==> src/rtl/prog_loader_pkg.sv <==
// Shared definitions for the program loader: loader state encoding, the
// default memory geometry of the CPU instruction/data memories, and the
// running-checksum helper.
package prog_loader_pkg;

  localparam int DEF_ADDR_W = 8;
  localparam int DEF_DATA_W = 8;

  typedef enum logic [1:0] {
    IDLE  = 2'd0,
    LOAD  = 2'd1,
    FLUSH = 2'd2,
    CKSUM = 2'd3
  } state_t;

  // Modulo-256 accumulation of one stream byte into the running checksum.
  function automatic logic [7:0] cksum_add(input logic [7:0] acc, input logic [7:0] b);
    return acc + b;
  endfunction

endpackage

==> src/rtl/prog_loader_if.sv <==
// Byte-stream input and memory write port of the program loader.
// slave  : the loader (consumes the stream, drives the memory write port).
// master : the stream source / memory side (testbench or CPU wrapper).
interface prog_loader_if
  import prog_loader_pkg::*;
#(
  parameter int ADDR_W = DEF_ADDR_W,
  parameter int DATA_W = DEF_DATA_W
) ();

  logic              in_valid;
  logic [DATA_W-1:0] in_data;
  logic              in_ready;
  logic [ADDR_W-1:0] mem_addr;
  logic              mem_we;
  logic [DATA_W-1:0] mem_din;

  modport slave (
    input  in_valid,
    input  in_data,
    output in_ready,
    output mem_addr,
    output mem_we,
    output mem_din
  );

  modport master (
    output in_valid,
    output in_data,
    input  in_ready,
    input  mem_addr,
    input  mem_we,
    input  mem_din
  );

endinterface

==> src/rtl/prog_loader_wr_stage.sv <==
// Registered memory write stage of the program loader. Holds the write
// pointer, turns each accepted byte into a one-cycle write at the pointer
// on the following cycle, and advances the pointer modulo the memory depth.
module prog_loader_wr_stage
  import prog_loader_pkg::*;
#(
  parameter int ADDR_W = DEF_ADDR_W,
  parameter int DATA_W = DEF_DATA_W
) (
  input  logic              clk,
  input  logic              rst_n,
  input  logic              load_i,
  input  logic [ADDR_W-1:0] base_i,
  input  logic              accept_i,
  input  logic [DATA_W-1:0] data_i,
  output logic [ADDR_W-1:0] mem_addr_o,
  output logic              mem_we_o,
  output logic [DATA_W-1:0] mem_din_o
);

  logic [ADDR_W-1:0] ptr_q,  ptr_d;
  logic [ADDR_W-1:0] addr_q, addr_d;
  logic              we_q,   we_d;
  logic [DATA_W-1:0] din_q,  din_d;

  // Next-state: load pointer on start, emit a write and bump pointer on accept.
  always_comb begin
    ptr_d  = ptr_q;
    addr_d = addr_q;
    din_d  = din_q;
    we_d   = 1'b0;
    if (load_i) begin
      ptr_d = base_i;
    end else if (accept_i) begin
      addr_d = ptr_q;
      din_d  = data_i;
      we_d   = 1'b1;
      ptr_d  = ptr_q + ADDR_W'(1);
    end else begin
      ptr_d = ptr_q;
    end
  end

  // Write-stage registers with synchronous active-low reset.
  always_ff @(posedge clk) begin
    if (!rst_n) begin
      ptr_q  <= '0;
      addr_q <= '0;
      we_q   <= 1'b0;
      din_q  <= '0;
    end else begin
      ptr_q  <= ptr_d;
      addr_q <= addr_d;
      we_q   <= we_d;
      din_q  <= din_d;
    end
  end

  assign mem_addr_o = addr_q;
  assign mem_we_o   = we_q;
  assign mem_din_o  = din_q;

endmodule

==> src/rtl/prog_loader.sv <==
// Program loader: accepts a byte stream and writes it into the CPU memory
// starting at base_addr, holding the CPU off the memory while loading.
// Optional trailing checksum byte enabled by macro PROG_LOADER_CKSUM_EN.
module prog_loader
  import prog_loader_pkg::*;
#(
  parameter int ADDR_W = DEF_ADDR_W,
  parameter int DATA_W = DEF_DATA_W
) (
  input  logic              clk,
  input  logic              rst_n,
  input  logic              start_i,
  input  logic [ADDR_W-1:0] base_addr_i,
  input  logic [ADDR_W:0]   length_i,
  prog_loader_if.slave      bus,
  output logic              busy_o,
  output logic              cpu_hold_o,
  output logic              done_o,
  output logic              err_o
);

  localparam logic [ADDR_W:0] CNT_ZERO = '0;
  localparam logic [ADDR_W:0] CNT_ONE  = (ADDR_W+1)'(1);

  state_t          state_q, state_d;
  logic [ADDR_W:0] cnt_q,   cnt_d;
  logic            busy_q,  busy_d;
  logic            done_q,  done_d;
  logic            in_ready_s;
  logic            load_ptr_s;
  logic            wr_accept_s;
`ifdef PROG_LOADER_CKSUM_EN
  logic [7:0]      sum_q,   sum_d;
  logic            err_q,   err_d;
`endif

  // Next-state, counter, checksum and handshake decode.
  always_comb begin
    state_d     = state_q;
    cnt_d       = cnt_q;
    busy_d      = busy_q;
    done_d      = 1'b0;
    in_ready_s  = 1'b0;
    load_ptr_s  = 1'b0;
    wr_accept_s = 1'b0;
`ifdef PROG_LOADER_CKSUM_EN
    sum_d       = sum_q;
    err_d       = err_q;
`endif
    case (state_q)
      IDLE: begin
        if (start_i) begin
`ifdef PROG_LOADER_CKSUM_EN
          err_d = 1'b0;
          sum_d = 8'h00;
`endif
          if (length_i == CNT_ZERO) begin
            // Empty image: complete immediately without entering LOAD.
            done_d = 1'b1;
          end else begin
            load_ptr_s = 1'b1;
            cnt_d      = length_i;
            busy_d     = 1'b1;
            state_d    = LOAD;
          end
        end else begin
          state_d = IDLE;
        end
      end
      LOAD: begin
        in_ready_s = 1'b1;
        if (bus.in_valid) begin
          wr_accept_s = 1'b1;
          cnt_d       = cnt_q - CNT_ONE;
`ifdef PROG_LOADER_CKSUM_EN
          sum_d       = cksum_add(sum_q, bus.in_data[7:0]);
`endif
          if (cnt_q == CNT_ONE) begin
`ifdef PROG_LOADER_CKSUM_EN
            state_d = CKSUM;
`else
            state_d = FLUSH;
`endif
          end else begin
            state_d = LOAD;
          end
        end else begin
          state_d = LOAD;
        end
      end
`ifdef PROG_LOADER_CKSUM_EN
      CKSUM: begin
        // Trailing checksum byte is consumed but never written to memory.
        in_ready_s = 1'b1;
        if (bus.in_valid) begin
          if (cksum_add(sum_q, bus.in_data[7:0]) != 8'h00) begin
            err_d = 1'b1;
          end else begin
            err_d = err_q;
          end
          state_d = FLUSH;
        end else begin
          state_d = CKSUM;
        end
      end
`endif
      FLUSH: begin
        // Last write is on the port this cycle; finish on the next.
        state_d = IDLE;
        busy_d  = 1'b0;
        done_d  = 1'b1;
      end
      default: begin
        state_d = IDLE;
        busy_d  = 1'b0;
      end
    endcase
  end

  // Control registers with synchronous active-low reset (aborts any load).
  always_ff @(posedge clk) begin
    if (!rst_n) begin
      state_q <= IDLE;
      cnt_q   <= '0;
      busy_q  <= 1'b0;
      done_q  <= 1'b0;
    end else begin
      state_q <= state_d;
      cnt_q   <= cnt_d;
      busy_q  <= busy_d;
      done_q  <= done_d;
    end
  end

`ifdef PROG_LOADER_CKSUM_EN
  // Checksum accumulator and sticky error flag.
  always_ff @(posedge clk) begin
    if (!rst_n) begin
      sum_q <= 8'h00;
      err_q <= 1'b0;
    end else begin
      sum_q <= sum_d;
      err_q <= err_d;
    end
  end

  assign err_o = err_q;
`else
  assign err_o = 1'b0;
`endif

  prog_loader_wr_stage #(
    .ADDR_W (ADDR_W),
    .DATA_W (DATA_W)
  ) u_wr_stage (
    .clk        (clk),
    .rst_n      (rst_n),
    .load_i     (load_ptr_s),
    .base_i     (base_addr_i),
    .accept_i   (wr_accept_s),
    .data_i     (bus.in_data),
    .mem_addr_o (bus.mem_addr),
    .mem_we_o   (bus.mem_we),
    .mem_din_o  (bus.mem_din)
  );

  assign bus.in_ready = in_ready_s;
  assign busy_o       = busy_q;
  assign cpu_hold_o   = busy_q;
  assign done_o       = done_q;

endmodule

==> src/flat_wrapper.sv <==
// flat-port wrapper written by rule: the top's interface ports become plain ports
module prog_loader_flat import prog_loader_pkg::*;
#(
  parameter int ADDR_W = DEF_ADDR_W,
  parameter int DATA_W = DEF_DATA_W
)
  (clk, rst_n, start_i, base_addr_i, length_i, busy_o, cpu_hold_o, done_o, err_o, bus_in_valid, bus_in_data, bus_in_ready, bus_mem_addr, bus_mem_we, bus_mem_din);
  prog_loader_if #(.ADDR_W(ADDR_W), .DATA_W(DATA_W)) bus_i ();
  input  logic clk;
  input  logic rst_n;
  input  logic start_i;
  input  logic [ADDR_W-1:0] base_addr_i;
  input  logic [ADDR_W:0] length_i;
  output logic busy_o;
  output logic cpu_hold_o;
  output logic done_o;
  output logic err_o;
  input wire logic [$bits(bus_i.in_valid)-1:0] bus_in_valid;
  input wire logic [$bits(bus_i.in_data)-1:0] bus_in_data;
  output wire logic [$bits(bus_i.in_ready)-1:0] bus_in_ready;
  output wire logic [$bits(bus_i.mem_addr)-1:0] bus_mem_addr;
  output wire logic [$bits(bus_i.mem_we)-1:0] bus_mem_we;
  output wire logic [$bits(bus_i.mem_din)-1:0] bus_mem_din;
  assign bus_i.in_valid = bus_in_valid;
  assign bus_i.in_data = bus_in_data;
  assign bus_in_ready = bus_i.in_ready;
  assign bus_mem_addr = bus_i.mem_addr;
  assign bus_mem_we = bus_i.mem_we;
  assign bus_mem_din = bus_i.mem_din;
  prog_loader #(.ADDR_W(ADDR_W), .DATA_W(DATA_W)) u_core (.clk(clk), .rst_n(rst_n), .start_i(start_i), .base_addr_i(base_addr_i), .length_i(length_i), .bus(bus_i), .busy_o(busy_o), .cpu_hold_o(cpu_hold_o), .done_o(done_o), .err_o(err_o));
endmodule
==> config.mk <==
export PLATFORM = sky130hd
export DESIGN_NAME = prog_loader_flat
export DESIGN_NICKNAME = d
export VERILOG_FILES = /design/src/rtl/prog_loader_pkg.sv /design/src/rtl/prog_loader_if.sv /design/src/rtl/prog_loader_wr_stage.sv /design/src/rtl/prog_loader.sv /design/src/flat_wrapper.sv
export SDC_FILE = /design/constraint.sdc
export NUM_CORES = 1
export LEC_CHECK = 0
export ABC_CLOCK_PERIOD_IN_PS = 2400
export BUFFER_PORTS_ARGS = -buffer_cell sky130_fd_sc_hd__buf_2
export CORE_AREA = 8 8 74 76
export DETAILED_ROUTE_END_ITERATION = 12
export DIE_AREA = 0 0 82 84
export GPL_ROUTABILITY_DRIVEN = 1
export GPL_TIMING_DRIVEN = 0
export PLACE_DENSITY = 0.77
export SKIP_CTS_REPAIR_TIMING = 1
export SLEW_MARGIN = 20
export SYNTH_ARGS = -nofsm -noshare
export SYNTH_HDL_FRONTEND = slang
export SYNTH_SLANG_ARGS = --single-unit
==> constraint.sdc <==
create_clock -name clk -period 2.4 [get_ports clk]
set_input_delay 0.48 -clock clk [delete_from_list [all_inputs] [get_ports clk]]
set_output_delay 0.48 -clock clk [all_outputs]
set_load 0.02 [all_outputs]
Word level (Yosys, flattened, before mapping)
Index checks and enable logic that the tools add are counted.
{ "totals": {"input_bits": 29, "elab_cells": 52, "output_inout_bits": 22, "regBits": 38} }
{ "classes": {"eq_ne": 7, "n_reduce_logical": 8, "add_sub_neg": 2, "n_mux": 24, "bitwise": 3} }
{ "ops": {"columns": ["cell", "n"], "rows": [
  ["9-bit 2-to-1 mux", 3],
  ["9-bit case mux with 2 select lines", 1],
  ["8-bit 2-to-1 mux", 2],
  ["1-bit 2-to-1 mux", 11],
  ["9-bit by 1-bit == test with 1-bit output (second input constant)", 1],
  ["9-bit logical NOT", 1],
  ["9-bit by 1-bit subtractor with 9-bit output (second input constant)", 1],
  ["8-bit by 1-bit adder with 8-bit output (second input constant)", 1],
  ["2-bit 2-to-1 mux", 4],
  ["2-bit inequality test (second input constant)", 3],
  ["1-bit case mux with 2 select lines", 2],
  ["2-bit case mux with 2 select lines", 1],
  ["4-bit AND reduction", 1],
  ["2-bit nonzero test", 2],
  ["3-bit inequality test (second input constant)", 1],
  ["1-bit inverter", 3],
  ["3-bit AND reduction", 1],
  ["2-bit by 1-bit == test with 1-bit output (second input constant)", 1],
  ["2-bit == test (second input constant)", 1],
  ["2-bit logical NOT", 1],
  ["2-bit AND reduction", 1],
  ["2-bit OR reduction", 1]
]} }

Logic depth before layout (Yosys ltp)
{ "logic_depth": {"word_depth": 6, "ltp_mapped": 8, "ltp_nobuf": 6} }

By module
Synthesis repeated with hierarchy kept, for this count alone.
{ "unflattened": {"cells_unflattened": 231, "hier_area_um2": 1970.6} }
{ "by_module_without_submodules": {"columns": ["mod", "n_inst", "area_per_inst_um2", "seq_area_each_um2", "cells_each"], "rows": [
  ["prog_loader_wr_stage", 1, 1073.5, 500.5, 125],
  ["prog_loader", 1, 897.1, 260.2, 106]
]} }

Worst setup path after synthesis
No wires, ideal clock.
{ "synth_path": {"kind": "input -> register", "from": "input port length_i[4]", "to": "register u_core.u_wr_stage.ptr_q[4]", "arrival_time_ns": 1.848, "path_stages": 5, "required_ns": 2.266, "setup_slack_ns": 0.418, "n_path_buf": 1, "path_cell_list": "or4_4 o41a_1 buf_6 a22oi_1 a21oi_1"} }
{ "synth_via": {"elab_chain_cells": 5, "word_cells_on_any_way": 6, "cone_classes": "mux (4); reduce/logical (2)"} }
{ "synth_lines": {"columns": ["item", "line", "source"], "rows": [
  ["start: declaration", "flat_wrapper.sv:13", "input logic [ADDR_W:0] length_i;"],
  ["9-bit logical NOT (*)", "prog_loader.sv:57", "if (length_i == CNT_ZERO) begin"],
  ["1-bit 2-to-1 mux (*)", "prog_loader.sv:57", null],
  ["1-bit 2-to-1 mux (*)", "prog_loader.sv:52", "if (start_i) begin"],
  ["1-bit 2-to-1 mux (*)", "prog_loader.sv:50", "case (state_q)"],
  ["8-bit 2-to-1 mux / 2-bit nonzero test (equally long branches)", null, null],
  ["end signal: assignment", "prog_loader_wr_stage.sv:52", "ptr_q <= ptr_d;"],
  ["end: declaration", "prog_loader_wr_stage.sv:21", "logic [ADDR_W-1:0] ptr_q, ptr_d;"]
]} }
Every way passes the cells marked *; elsewhere a longest branch is shown, timed or not.
A chain may end at the register's enable or synchronous reset.

Worst setup path in the final report
{ "layout_path": {"from": "register u_core.cnt_q[0]", "to": "register u_core.cnt_q[8]"} }
{ "layout_via": {"elab_chain_cells": 3} }
{ "layout_lines": {"columns": ["item", "line", "source"], "rows": [
  ["start: declaration", "prog_loader.sv:26", "logic [ADDR_W:0] cnt_q, cnt_d;"],
  ["start signal: assignment", "prog_loader.sv:129", "cnt_q <= cnt_d;"],
  ["9-bit by 1-bit subtractor with 9-bit output", "prog_loader.sv:74", "cnt_d = cnt_q - CNT_ONE;"],
  ["9-bit 2-to-1 mux", "prog_loader.sv:72", "if (bus.in_valid) begin"],
  ["9-bit case mux with 2 select lines", "prog_loader.sv:50", null]
]} }
No other way between the ends. The select of a mux whose other input is x is not followed.

==> flow_summary.json <==
{
  "r2r_cells": 6,
  "holdCritPathClass": "in -> reg",
  "syn_area_per_cell_sq_um": 8.086,
  "leakage_nw": 0.9447,
  "dieWidth_um": 82,
  "wirelength_um": 5282,
  "ys_ff_latch": 38,
  "place_congestion": 0.9445,
  "grt_first_pass_wirelength_um": 8528,
  "synth_edf_count": 0,
  "end_kind": "flip-flop",
  "cts.sinks": 38,
  "post-route-drc-count": 0,
  "required_ns": 2.60,
  "async_flop_share_pct": 0,
  "wl_per_cell_um": 15.63,
  "p_switching_w": 0.0004671,
  "synth_nets": 261,
  "fmax_mhz": 466.1,
  "io_pins": 51,
  "most-common-layout-cells": "buf_2, nand2_1, dfxtp_1, a21oi_1, nand3_1",
  "ys_types": 53,
  "outcome": "finished clean",
  "p_sw_share_pct": 27.42,
  "nets": 317,
  "period_minus_slack_ns": 2.146,
  "synth.area.top_cells": "dfxtp_1, nand2_1, a21oi_1",
  "root_buffer": "clkbuf_8",
  "synth_flop_cell": "dfxtp_1",
  "cp-start-kind": "flip-flop",
  "p_comb_share_pct": 18.3,
  "critPathKind": "reg -> reg",
  "clkLatencyLatePin_ns": 0.30,
  "clk_pin_slew_worst_paths_ns": 0.08,
  "finClkSkew_ns": 0.009093,
  "layout_commonest_cell": "buf_2",
  "crit_fanout": 5,
  "internal_power_w": 0.001236,
  "crit_chain": "inv_1, ha_1, or4b_2, o41ai_1, o21ai_0, a31o_2",
  "finish.instance_area_sq_um": 2305,
  "core_area_sq_um": 4264,
  "hpwl_um": 3898,
  "port_buffers": 49,
  "synth-seq-area-share_pct": 41.08,
  "post-route-period-util_pct": 89.40,
  "vias": 1918,
  "peakVddDrop_v": 0.0003899,
  "syn_area_sq_um": 1852,
  "clockPowerShare_pct": 40.1,
  "worst_slew_pin_slew_ns": 0.7171,
  "rsz0062_at_grt": "false",
  "min_path_cells": 3,
  "cts_made_buffers": 5,
  "cp_slowest_cell": "or4b_2",
  "grt_start_max_net_pins": 13,
  "htree_num_levels": 2,
  "synthToLayoutAreaGrowth_pct": 24.46,
  "power.density_nw_per_um2": 739.1,
  "setup_viol": 0,
  "drt_iter0_markers": 271,
  "dieArea_sq_um": 6888,
  "seq_power_share_pct": 41.6,
  "cts_buffer_depth": 2,
  "via_per_inst": 5.675,
  "fp.dieH_um": 84,
  "synth_cells": 229,
  "yosysWarnings": 0,
  "critical_path_arrival_ns": 2.34,
  "drt-pass1-iter-count": 5,
  "synth_top_cell_area_share_pct": 41.08,
  "core.rowCount": 24,
  "slew_headroom_pct": 51.83,
  "hold_violations": 0,
  "dpl-instance-area_sq_um": 2162,
  "slew_viol_final": 0,
  "grt_overflow": 0,
  "drv_cap": 0,
  "tns_ns": 0,
  "antenna_found_initial": 0,
  "grt_pass1_vias": 1814,
  "ant_nets": 0,
  "drive_above_1_share_pct": 24.48,
  "netlist.top_cell.by_area": "dfxtp_1",
  "tritoncts": "yes",
  "diodes": 0,
  "max_stage_delay_ns": 0.67,
  "start_util_pct": 43.43,
  "grt_usage_pct": 15.41
}
## power by group through the flow
| stage | Combinational (W) | Clock, W | Sequential [W] |
|---|---|---|---|
| 6_report | 0.000311 | 0.000683 | 0.000709 |
| 5_1_grt | 0.000340 | 0.000712 | 0.000714 |
| 4_1_cts | 0.000308 | 0.000688 | 0.000707 |
| 3_5_place_dp | 0.000305 | 0 | 0.000722 |
| 3_3_place_gp | 0.000298 | 0 | 0.000720 |
| 2_1_floorplan | 0.000199 | 0 | 0.000726 |
## state kept, by name, summed over array words and instances, names as in the netlist
| register | cells |
|---|---|
| u_core.cnt_q | 9 |
| u_core.done_o | 1 |
| u_core.u_wr_stage.ptr_q | 8 |
| u_core.u_wr_stage.mem_we_o | 1 |
| u_core.state_q | 2 |
| u_core.u_wr_stage.mem_addr_o | 8 |
| u_core.busy_o | 1 |
| u_core.u_wr_stage.mem_din_o | 8 |
## logic make-up (layout without fill, tap and decap cells)
group | count (synthesis) | after routing | synth area share, %
flip-flops | 38 | 38 | 41.08
multiplexers | 1 | 1 | 0.6081
AND/OR/NAND/NOR | 91 | 91 | 23.24
AO/OA/AOI/OAI | 68 | 68 | 25.20
other | 1 | 1 | 0.2025
buffers and inverters | 24 | 81 | 6.216
adder cells (fa/ha/maj) | 3 | 3 | 2.027
XOR/XNOR | 3 | 3 | 1.419
## through the flow
step / total power (W) / util, % / setup WS (ns) / instances / hold WS [ns]
after floorplan: 0.0009250 / - / 0.4180 / 229 / 0.4455
after global placement: 0.001018 / 50.70 / 0.1609 / 330 / 0.4392
after detailed placement: 0.001027 / 50.70 / 0.1296 / 330 / 0.4446
after CTS: 0.001704 / 54.05 / 0.2831 / 338 / 0.4136
after global routing: 0.001766 / 54.05 / 0.1921 / 338 / 0.4082
final: 0.001703 / 54.05 / 0.2544 / 338 / 0.4164
## worst max-delay path: cells and delay by family, from the launching register on
family | cells | cell delay [ns]
adders and majority gates | 1 | 0.27
buffers and inverters | 1 | 0.13
DFF | 1 | 0.35
and+or+nand+nor | 1 | 0.67
AOI/OAI and AO/OA | 3 | 0.64
## final timing paths
path,start,end,slack [ns]
worst max-delay path,u_core.cnt_q[0],u_core.cnt_q[8],0.25
worst min-delay path,bus_in_data[3],u_core.u_wr_stage.mem_din_o[3],0.42
worst max register to register,u_core.cnt_q[0],u_core.cnt_q[8],0.25
worst min register to register,u_core.u_wr_stage.mem_addr_o[4],u_core.u_wr_stage.mem_addr_o[4],0.45
## cell type report
| class | instances | area, sq um |
|---|---|---|
| well taps | 52 | 65.06 |
| clock buffers | 6 | 82.58 |
| plain buffers | 17 | 88.84 |
| inverters | 7 | 26.28 |
| flip-flops and latches | 38 | 760.7 |
| fillers | 415 | 1959 |
| repair buffers | 49 | 245.2 |
| clock inverters | 2 | 60.06 |
| multi-input cells | 167 | 975.9 |
## cell usage after synthesis, types with 2 or more instances
cell	count
xnor2_1	2
nor4_1	3
a32o_1	3
buf_6	2
a2bb2oi_1	2
o22ai_1	4
a22oi_1	4
and2_1	2
buf_2	2
dfxtp_1	38
a31oi_1	3
inv_1	6
ha_1	3
nand2b_1	2
clkbuf_1	9
buf_1	2
nor3_1	5
buf_4	2
nor2_1	9
nand2_1	46
o32ai_1	2
and3_1	2
nand4_1	3
a21oi_1	30
nand3_1	11
o21ai_0	5
## routing by layer
metal	routed length [um]	vias up	share of wire, %	global-route usage (%)
li1	-	938	-	-
met1	2201	882	42	18.63
met2	2514	87	48	24.14
met3	451	11	8.5	4.634
met4	114	0	2.2	6.709
met5	0	-	0	0
No activity file was read; power rests on OpenSTA's default activity.
